File: config.mk
export PLATFORM = sky130hd
export DESIGN_NAME = rv_decode_stage
export DESIGN_NICKNAME = d
export VERILOG_FILES = /design/src/rtl/rv_decode_stage.sv
export SDC_FILE = /design/constraint.sdc
export NUM_CORES = 1
export LEC_CHECK = 0
export CAP_MARGIN = 20
export CORE_MARGIN = 2
export CORE_UTILIZATION = 35
export DETAILED_ROUTE_END_ITERATION = 10
export GPL_ROUTABILITY_DRIVEN = 0
export PLACE_DENSITY = 0.66
export SYNTH_ARGS = -nofsm -noshare
export SYNTH_HDL_FRONTEND = slang
export SYNTH_SLANG_ARGS = --single-unit
File: constraint.sdc
create_clock -name clk -period 2.4 [get_ports clk]
set_clock_uncertainty 0.2 [all_clocks]
set_input_delay 0.48 -clock clk [delete_from_list [all_inputs] [get_ports clk]]
set_output_delay 0.48 -clock clk [all_outputs]
set_load 0.02 [all_outputs]
File: src/rtl/rv_decode_stage.sv
// rv_decode_stage: registered RV32I/RV64I decode stage between fetch and execute.
// Produces the execute control word behind a valid/ready output register and
// adds a load-use interlock, flush, and illegal/misaligned detection.
module rv_decode_stage #(
   parameter int XLEN     = 32,
   parameter int LOAD_LAT = 1,
   localparam int NB      = XLEN / 8,
   localparam int OW      = $clog2(NB)
) (
   input  logic          clk,
   input  logic          rst,
   input  logic          in_valid,
   output logic          in_ready,
   input  logic [31:0]   instr,
   input  logic [OW-1:0] addr_off,
   input  logic          flush,
   output logic          out_valid,
   input  logic          out_ready,
   output logic          mw,
   output logic          rw,
   output logic          md,
   output logic          mb,
   output logic          mp,
   output logic [3:0]    fs,
   output logic [4:0]    rd,
   output logic [4:0]    rs1,
   output logic [4:0]    rs2,
   output logic [6:0]    opcode,
   output logic [2:0]    funct3,
   output logic [NB-1:0] strb,
   output logic          illegal,
   output logic          misaligned
);

   localparam logic [6:0] OP_R      = 7'b0110011;
   localparam logic [6:0] OP_I      = 7'b0010011;
   localparam logic [6:0] OP_JALR   = 7'b1100111;
   localparam logic [6:0] OP_JAL    = 7'b1101111;
   localparam logic [6:0] OP_LUI    = 7'b0110111;
   localparam logic [6:0] OP_AUIPC  = 7'b0010111;
   localparam logic [6:0] OP_BRANCH = 7'b1100011;
   localparam logic [6:0] OP_LOAD   = 7'b0000011;
   localparam logic [6:0] OP_STORE  = 7'b0100011;
   localparam logic       IS_RV64   = (XLEN == 64);

   typedef struct packed {
      logic          mw;
      logic          rw;
      logic          md;
      logic          mb;
      logic          mp;
      logic [3:0]    fs;
      logic [4:0]    rd;
      logic [4:0]    rs1;
      logic [4:0]    rs2;
      logic [6:0]    opcode;
      logic [2:0]    funct3;
      logic [NB-1:0] strb;
      logic          illegal;
      logic          misaligned;
   } ctl_t;

   // Byte lanes touched by an access of size 1<<sz starting at lane off.
   function automatic logic [NB-1:0] lane_mask(input logic [1:0] sz, input logic [OW-1:0] off);
      logic [NB-1:0] base;
      case (sz)
         2'b00:   base = NB'(1'b1);
         2'b01:   base = NB'(2'b11);
         2'b10:   base = NB'(4'hF);
         2'b11:   base = '1;
         default: base = '0;
      endcase
      return base << off;
   endfunction

   // True when the low address bits are not a multiple of the access size.
   function automatic logic access_misaligned(input logic [1:0] sz, input logic [OW-1:0] off);
      logic res;
      case (sz)
         2'b00:   res = 1'b0;
         2'b01:   res = off[0];
         2'b10:   res = |off[1:0];
         2'b11:   res = |off;
         default: res = 1'b0;
      endcase
      return res;
   endfunction

   // Instruction fields
   logic [6:0] op_s;
   logic [2:0] f3_s;
   logic       f7b_s;
   logic [4:0] rd_f_s, rs1_f_s, rs2_f_s;
   logic       unused_imm_bits;

   assign op_s    = instr[6:0];
   assign f3_s    = instr[14:12];
   assign f7b_s   = instr[30];
   assign rd_f_s  = instr[11:7];
   assign rs1_f_s = instr[19:15];
   assign rs2_f_s = instr[24:20];
   assign unused_imm_bits = ^{instr[31], instr[29:25]};

   // Raw decode results before illegal/misaligned suppression
   logic       r_mw, r_rw, r_md, r_mb, r_mp;
   logic [3:0] r_fs;
   logic       use_rs1_s, use_rs2_s, use_rd_s;
   logic       is_load_s, mem_op_s, mem_bad_s, op_bad_s;
   logic       ill_s, mis_s;
   ctl_t       dec_word_s;

   // Opcode decode into raw control bits and register-usage flags
   always_comb begin
      r_mw      = 1'b0;
      r_rw      = 1'b0;
      r_md      = 1'b0;
      r_mb      = 1'b0;
      r_mp      = 1'b0;
      r_fs      = 4'b0000;
      use_rs1_s = 1'b0;
      use_rs2_s = 1'b0;
      use_rd_s  = 1'b0;
      is_load_s = 1'b0;
      mem_op_s  = 1'b0;
      mem_bad_s = 1'b0;
      op_bad_s  = 1'b0;
      case (op_s)
         OP_R: begin
            r_rw = 1'b1; r_fs = {f7b_s, f3_s};
            use_rs1_s = 1'b1; use_rs2_s = 1'b1; use_rd_s = 1'b1;
         end
         OP_I: begin
            r_rw = 1'b1; r_mb = 1'b1;
            // Only the shifts carry a funct7 bit; for the rest it is immediate data.
            r_fs = ((f3_s == 3'b001) || (f3_s == 3'b101)) ? {f7b_s, f3_s} : {1'b0, f3_s};
            use_rs1_s = 1'b1; use_rd_s = 1'b1;
         end
         OP_JALR: begin
            r_rw = 1'b1; r_mb = 1'b1; r_fs = {1'b0, f3_s};
            use_rs1_s = 1'b1; use_rd_s = 1'b1;
         end
         OP_JAL: begin
            r_rw = 1'b1; r_mb = 1'b1; use_rd_s = 1'b1;
         end
         OP_LUI: begin
            r_rw = 1'b1; r_mb = 1'b1; use_rd_s = 1'b1;
         end
         OP_AUIPC: begin
            r_rw = 1'b1; r_mb = 1'b1; r_mp = 1'b1; use_rd_s = 1'b1;
         end
         OP_BRANCH: begin
            use_rs1_s = 1'b1; use_rs2_s = 1'b1;
            case (f3_s)
               3'b000, 3'b001, 3'b100, 3'b101: r_fs = 4'b1000;
               3'b110, 3'b111:                 r_fs = 4'b0011;
               default:                        op_bad_s = 1'b1;
            endcase
         end
         OP_LOAD: begin
            r_md = 1'b1; r_mb = 1'b1; r_rw = 1'b1;
            use_rs1_s = 1'b1; use_rd_s = 1'b1;
            is_load_s = 1'b1; mem_op_s = 1'b1;
            // LD and LWU exist only on RV64; f3 111 is never a load.
            mem_bad_s = (f3_s == 3'b111) ||
                        (!IS_RV64 && ((f3_s == 3'b011) || (f3_s == 3'b110)));
         end
         OP_STORE: begin
            r_mw = 1'b1; r_mb = 1'b1;
            use_rs1_s = 1'b1; use_rs2_s = 1'b1;
            mem_op_s = 1'b1;
            mem_bad_s = f3_s[2] || (!IS_RV64 && (f3_s[1:0] == 2'b11));
         end
         default: op_bad_s = 1'b1;
      endcase
   end

   assign ill_s = op_bad_s | (mem_op_s & mem_bad_s);
   assign mis_s = mem_op_s & ~mem_bad_s & access_misaligned(f3_s[1:0], addr_off);

   // Final control word with illegal and misaligned suppression applied
   always_comb begin
      dec_word_s        = '0;
      dec_word_s.opcode = op_s;
      dec_word_s.funct3 = f3_s;
      if (ill_s) begin
         dec_word_s.illegal = 1'b1;
      end else begin
         dec_word_s.mw         = r_mw & ~mis_s;
         dec_word_s.rw         = r_rw & ~mis_s;
         dec_word_s.md         = r_md;
         dec_word_s.mb         = r_mb;
         dec_word_s.mp         = r_mp;
         dec_word_s.fs         = r_fs;
         dec_word_s.rd         = use_rd_s  ? rd_f_s  : 5'd0;
         dec_word_s.rs1        = use_rs1_s ? rs1_f_s : 5'd0;
         dec_word_s.rs2        = use_rs2_s ? rs2_f_s : 5'd0;
         dec_word_s.strb       = (mem_op_s && !mis_s) ? lane_mask(f3_s[1:0], addr_off) : '0;
         dec_word_s.misaligned = mis_s;
      end
   end

   // Pipeline and interlock state
   ctl_t       ctl_q, ctl_d;
   logic       out_valid_q, out_valid_d;
   logic [1:0] cnt_q, cnt_d;
   logic [4:0] ld_rd_q, ld_rd_d;
   logic       hazard_s, in_ready_s, accept_s, arm_s;

   assign hazard_s = (cnt_q != 2'd0) && in_valid && !ill_s &&
                     ((use_rs1_s && (rs1_f_s == ld_rd_q)) ||
                      (use_rs2_s && (rs2_f_s == ld_rd_q)));
   assign in_ready_s = !hazard_s && !flush && (!out_valid_q || out_ready);
   assign accept_s   = in_valid && in_ready_s;
   assign arm_s      = is_load_s && !ill_s && (rd_f_s != 5'd0) && (LOAD_LAT != 0);

   // Next-state for the output register, valid flag and load-use counter
   always_comb begin
      ctl_d       = ctl_q;
      out_valid_d = out_valid_q;
      cnt_d       = (cnt_q != 2'd0) ? (cnt_q - 2'd1) : 2'd0;
      ld_rd_d     = ld_rd_q;
      if (flush) begin
         out_valid_d = 1'b0;
         cnt_d       = 2'd0;
         ld_rd_d     = 5'd0;
      end else if (accept_s) begin
         ctl_d       = dec_word_s;
         out_valid_d = 1'b1;
         if (arm_s) begin
            // A newly accepted load restarts the window even if one is counting.
            cnt_d   = 2'(LOAD_LAT);
            ld_rd_d = rd_f_s;
         end else begin
            ld_rd_d = ld_rd_q;
         end
      end else if (out_ready) begin
         out_valid_d = 1'b0;
      end else begin
         out_valid_d = out_valid_q;
      end
   end

   // State registers with asynchronous reset
   always_ff @(posedge clk or posedge rst) begin
      if (rst) begin
         ctl_q       <= '0;
         out_valid_q <= 1'b0;
         cnt_q       <= 2'd0;
         ld_rd_q     <= 5'd0;
      end else begin
         ctl_q       <= ctl_d;
         out_valid_q <= out_valid_d;
         cnt_q       <= cnt_d;
         ld_rd_q     <= ld_rd_d;
      end
   end

   assign in_ready   = in_ready_s;
   assign out_valid  = out_valid_q;
   assign mw         = ctl_q.mw;
   assign rw         = ctl_q.rw;
   assign md         = ctl_q.md;
   assign mb         = ctl_q.mb;
   assign mp         = ctl_q.mp;
   assign fs         = ctl_q.fs;
   assign rd         = ctl_q.rd;
   assign rs1        = ctl_q.rs1;
   assign rs2        = ctl_q.rs2;
   assign opcode     = ctl_q.opcode;
   assign funct3     = ctl_q.funct3;
   assign strb       = ctl_q.strb;
   assign illegal    = ctl_q.illegal;
   assign misaligned = ctl_q.misaligned;

endmodule

==> flow_summary.ini <==
[logic_synthesis]
synth-edff-count = 0
synth_area_um2 = 2350
syn_nets = 243
synthTopCellsByArea = dfrtp_1 (51%), a22o_1 (7.5%), mux2_1 (6.2%)
synth-seq-area-share = 0.511
synth_cell_types = 50
yosysMostFrequentCell = dfrtp_1
synth_top_cell_by_area = dfrtp_1
syn_avg_cell_area_um2 = 11.5
post-synth-top-area-fraction = 0.511
ys_async_sr_fraction = 1.00
ys_ff_latch = 48
syn_inst = 204
yosysWarnings = 0
synth_ff_type = dfrtp_1
ys_top_cells_by_count = dfrtp_1 (48), a22o_1 (20), nor2_1 (15), mux2_1 (13), nand2_1 (10)

[setup_path]
cp-end-kind = primary output
crit_type = flip-flop to primary output
slowest_stage = or4_4
max_stage_delay_ns = 0.54
path_cells = xor2_1, or4_4, or4_4, o41ai_2, a21boi_1, buf_4
arrival_ns = 2.19
cp-start-kind = flip-flop
reg2reg_slack_ns = -0.44
cp_max_fo = 2
cpLargestDelayFamily = simple AND/OR/NAND/NOR gates
required_ns = 1.72
cp_num_buf_inv = 1
crit_top_cell = or4_4

[finish]
diodes = 0
syn2layout_area_growth_pct = 66.1
drive_gt1_frac = 0.319
nets = 378
final.fill_count = 550
fin_area_um2 = 3900

[pwr]
power.density_nw_per_um2 = 454
max-vdd-ir-drop_mv = 0.227
p_leak_nw = 1.80

[timing]
hold_ws_ns = 0.233
fin_crit_sh = 1.20
maxSlewHeadroom = 0.641
drv_slew = 0
tightestPinTransition_ns = 0.534
fmax_mhz = 348
finalHoldViolations = 0
rsz0062_at_grt = true
fin_ws_ns = -0.471
fin_crit_ns = 2.87
setup_viol = 46

[clock_network]
clk_latency_ns = 0.30
cts_hold_buf = 0
clk_path_buf_depth = 2
root_buffer = clkbuf_8
htree_num_levels = 2
cts_buffers = 5
clock-sinks = 48
clkTransAtPathRegs_ns = 0.08
cts_tree = built

[drt]
vias = 2122
drt-total-wl_um = 6670
drt_iter0_drc = 86
antenna_left = 0
drc = 0
drt-pass1-iter-count = 4
via_per_inst = 5.10
avgRoutedWirePerCell_um = 16.0

[floorplan]
die_w_um = 85.9
num_io_pins = 81
start_util = 0.366
num_rows = 29
core_area_um2 = 6420
dieHeight_um = 85.9
die_area_um2 = 7380

[placement]
placed_cell_area_um2 = 3590
port_buffers = 74
dp_hpwl_um = 4930

[global_route]
grt.total_usage = 0.188
grt_overflow_total = 0
antenna_found_initial = 0
grt_pass1_wl_um = 10900
grt_pass1_vias = 2184
grt_max_degree = 22

[status]
status = complete, but fails checks
violations = negative setup slack

[job]
cap_violations = 0

[min_path]
hold_class = primary input to flip-flop
==> cells by family after synthesis <==
kind of cell,share of synthesized area
compound gates,0.156
xor+xnor,0.0373
buf+inv,0.0298
flops,0.511
mux,0.104
simple gates,0.161
==> repair_timing <==
| item | 4_1_cts | 5_1_grt |
|---|---|---|
| pin swaps | 22 | 7 |
| gates cloned | 3 | 0 |
| endpoints found under the setup margin | 49 | 49 |
| setup buffers | 8 | 3 |
| resized for setup | 46 | 11 |
==> power breakdown <==
group	leakage (nW)	total [mW]	internal [mW]	switching (mW)
Combinational	1.12	0.452	0.254	0.198
Sequential	0.641	0.860	0.842	0.0185
Clock	0.0410	0.461	0.199	0.262
Total	1.80	1.77	1.29	0.478
==> per-layer routing <==
metal | track usage | part of all wire
met5 | 0 | 0
met4 | 0.0404 | 0.0092
met3 | 0.0452 | 0.052
met2 | 0.302 | 0.46
met1 | 0.259 | 0.48
==> flip-flops by register name (all words and copies together), names as in the netlist <==
name,count
opcode,7
ld_rd_q,5
rd,5
rs1,5
rs2,5
fs,4
strb,4
funct3,3
cnt_q,2
illegal,1
mb,1
md,1
misaligned,1
mp,1
mw,1
out_valid,1
rw,1
==> layout by cell type (no fill, tap or decap), types with 2 or more instances in the layout <==
cell type	Yosys	routed
clkdlybuf4s50_1	0	61
buf_4	1	51
dfrtp_1	48	48
a22o_1	20	20
nor2_1	15	15
mux2_4	0	14
nand2_1	10	10
dlygate4sd2_1	0	9
buf_6	2	7
xor2_1	6	6
nor2b_1	7	6
a21oi_1	5	5
mux2_2	6	5
clkbuf_8	0	5
nand2b_1	4	4
xnor2_1	4	4
o21ai_0	5	4
nor3_1	3	3
o2bb2ai_2	0	3
mux2i_1	3	3
buf_8	0	3
nand4b_1	2	2
nand4_1	2	2
and3b_1	2	2
nor3b_4	0	2
a2bb2oi_1	2	2
or4_4	0	2
and4b_1	2	2
inv_1	3	2
buf_16	0	2
clkdlybuf4s15_1	0	2
buf_12	0	2
==> layout make-up <==
type | instances | area, um^2 | area share
inverters | 3 | 11.3 | 0.00289
multi-input cells | 143 | 1200 | 0.307
clock inverters | 1 | 5.00 | 0.00128
well taps | 77 | 96.3 | 0.0247
repair buffers | 138 | 1320 | 0.337
clock buffers | 6 | 72.6 | 0.0186
flip-flops and latches | 48 | 1200 | 0.308
==> through the flow <==
| step | setup TNS [ns] | power [mW] | instances | utilization | worst slack, ns |
|---|---|---|---|---|---|
| finish | -15.19 | 1.77 | 416 | 0.607 | -0.471 |
| global route | -17.75 | 1.85 | 416 | 0.607 | -0.537 |
| CTS | -15.49 | 1.79 | 415 | 0.607 | -0.497 |
| detailed placement | -41.85 | 1.25 | 398 | 0.559 | -1.11 |
| global placement | -40.17 | 1.25 | 398 | 0.559 | -1.08 |
| floorplan | -4.39 | 1.04 | 204 | - | -0.193 |
==> worst paths after layout <==
path / cells past startpoint / startpoint / end
setup / recovery: 6 / ld_rd_q[2] / in_ready
hold / removal: 2 / instr[17] / rs1[2]
setup reg to reg: 9 / ld_rd_q[2] / mw
hold reg to reg: 1 / mb / mb
max in group asynchronous: 3 / rst / ld_rd_q[3]
min in group asynchronous: 2 / rst / opcode[6]
Note: power is estimated with default switching activity, not from simulation.
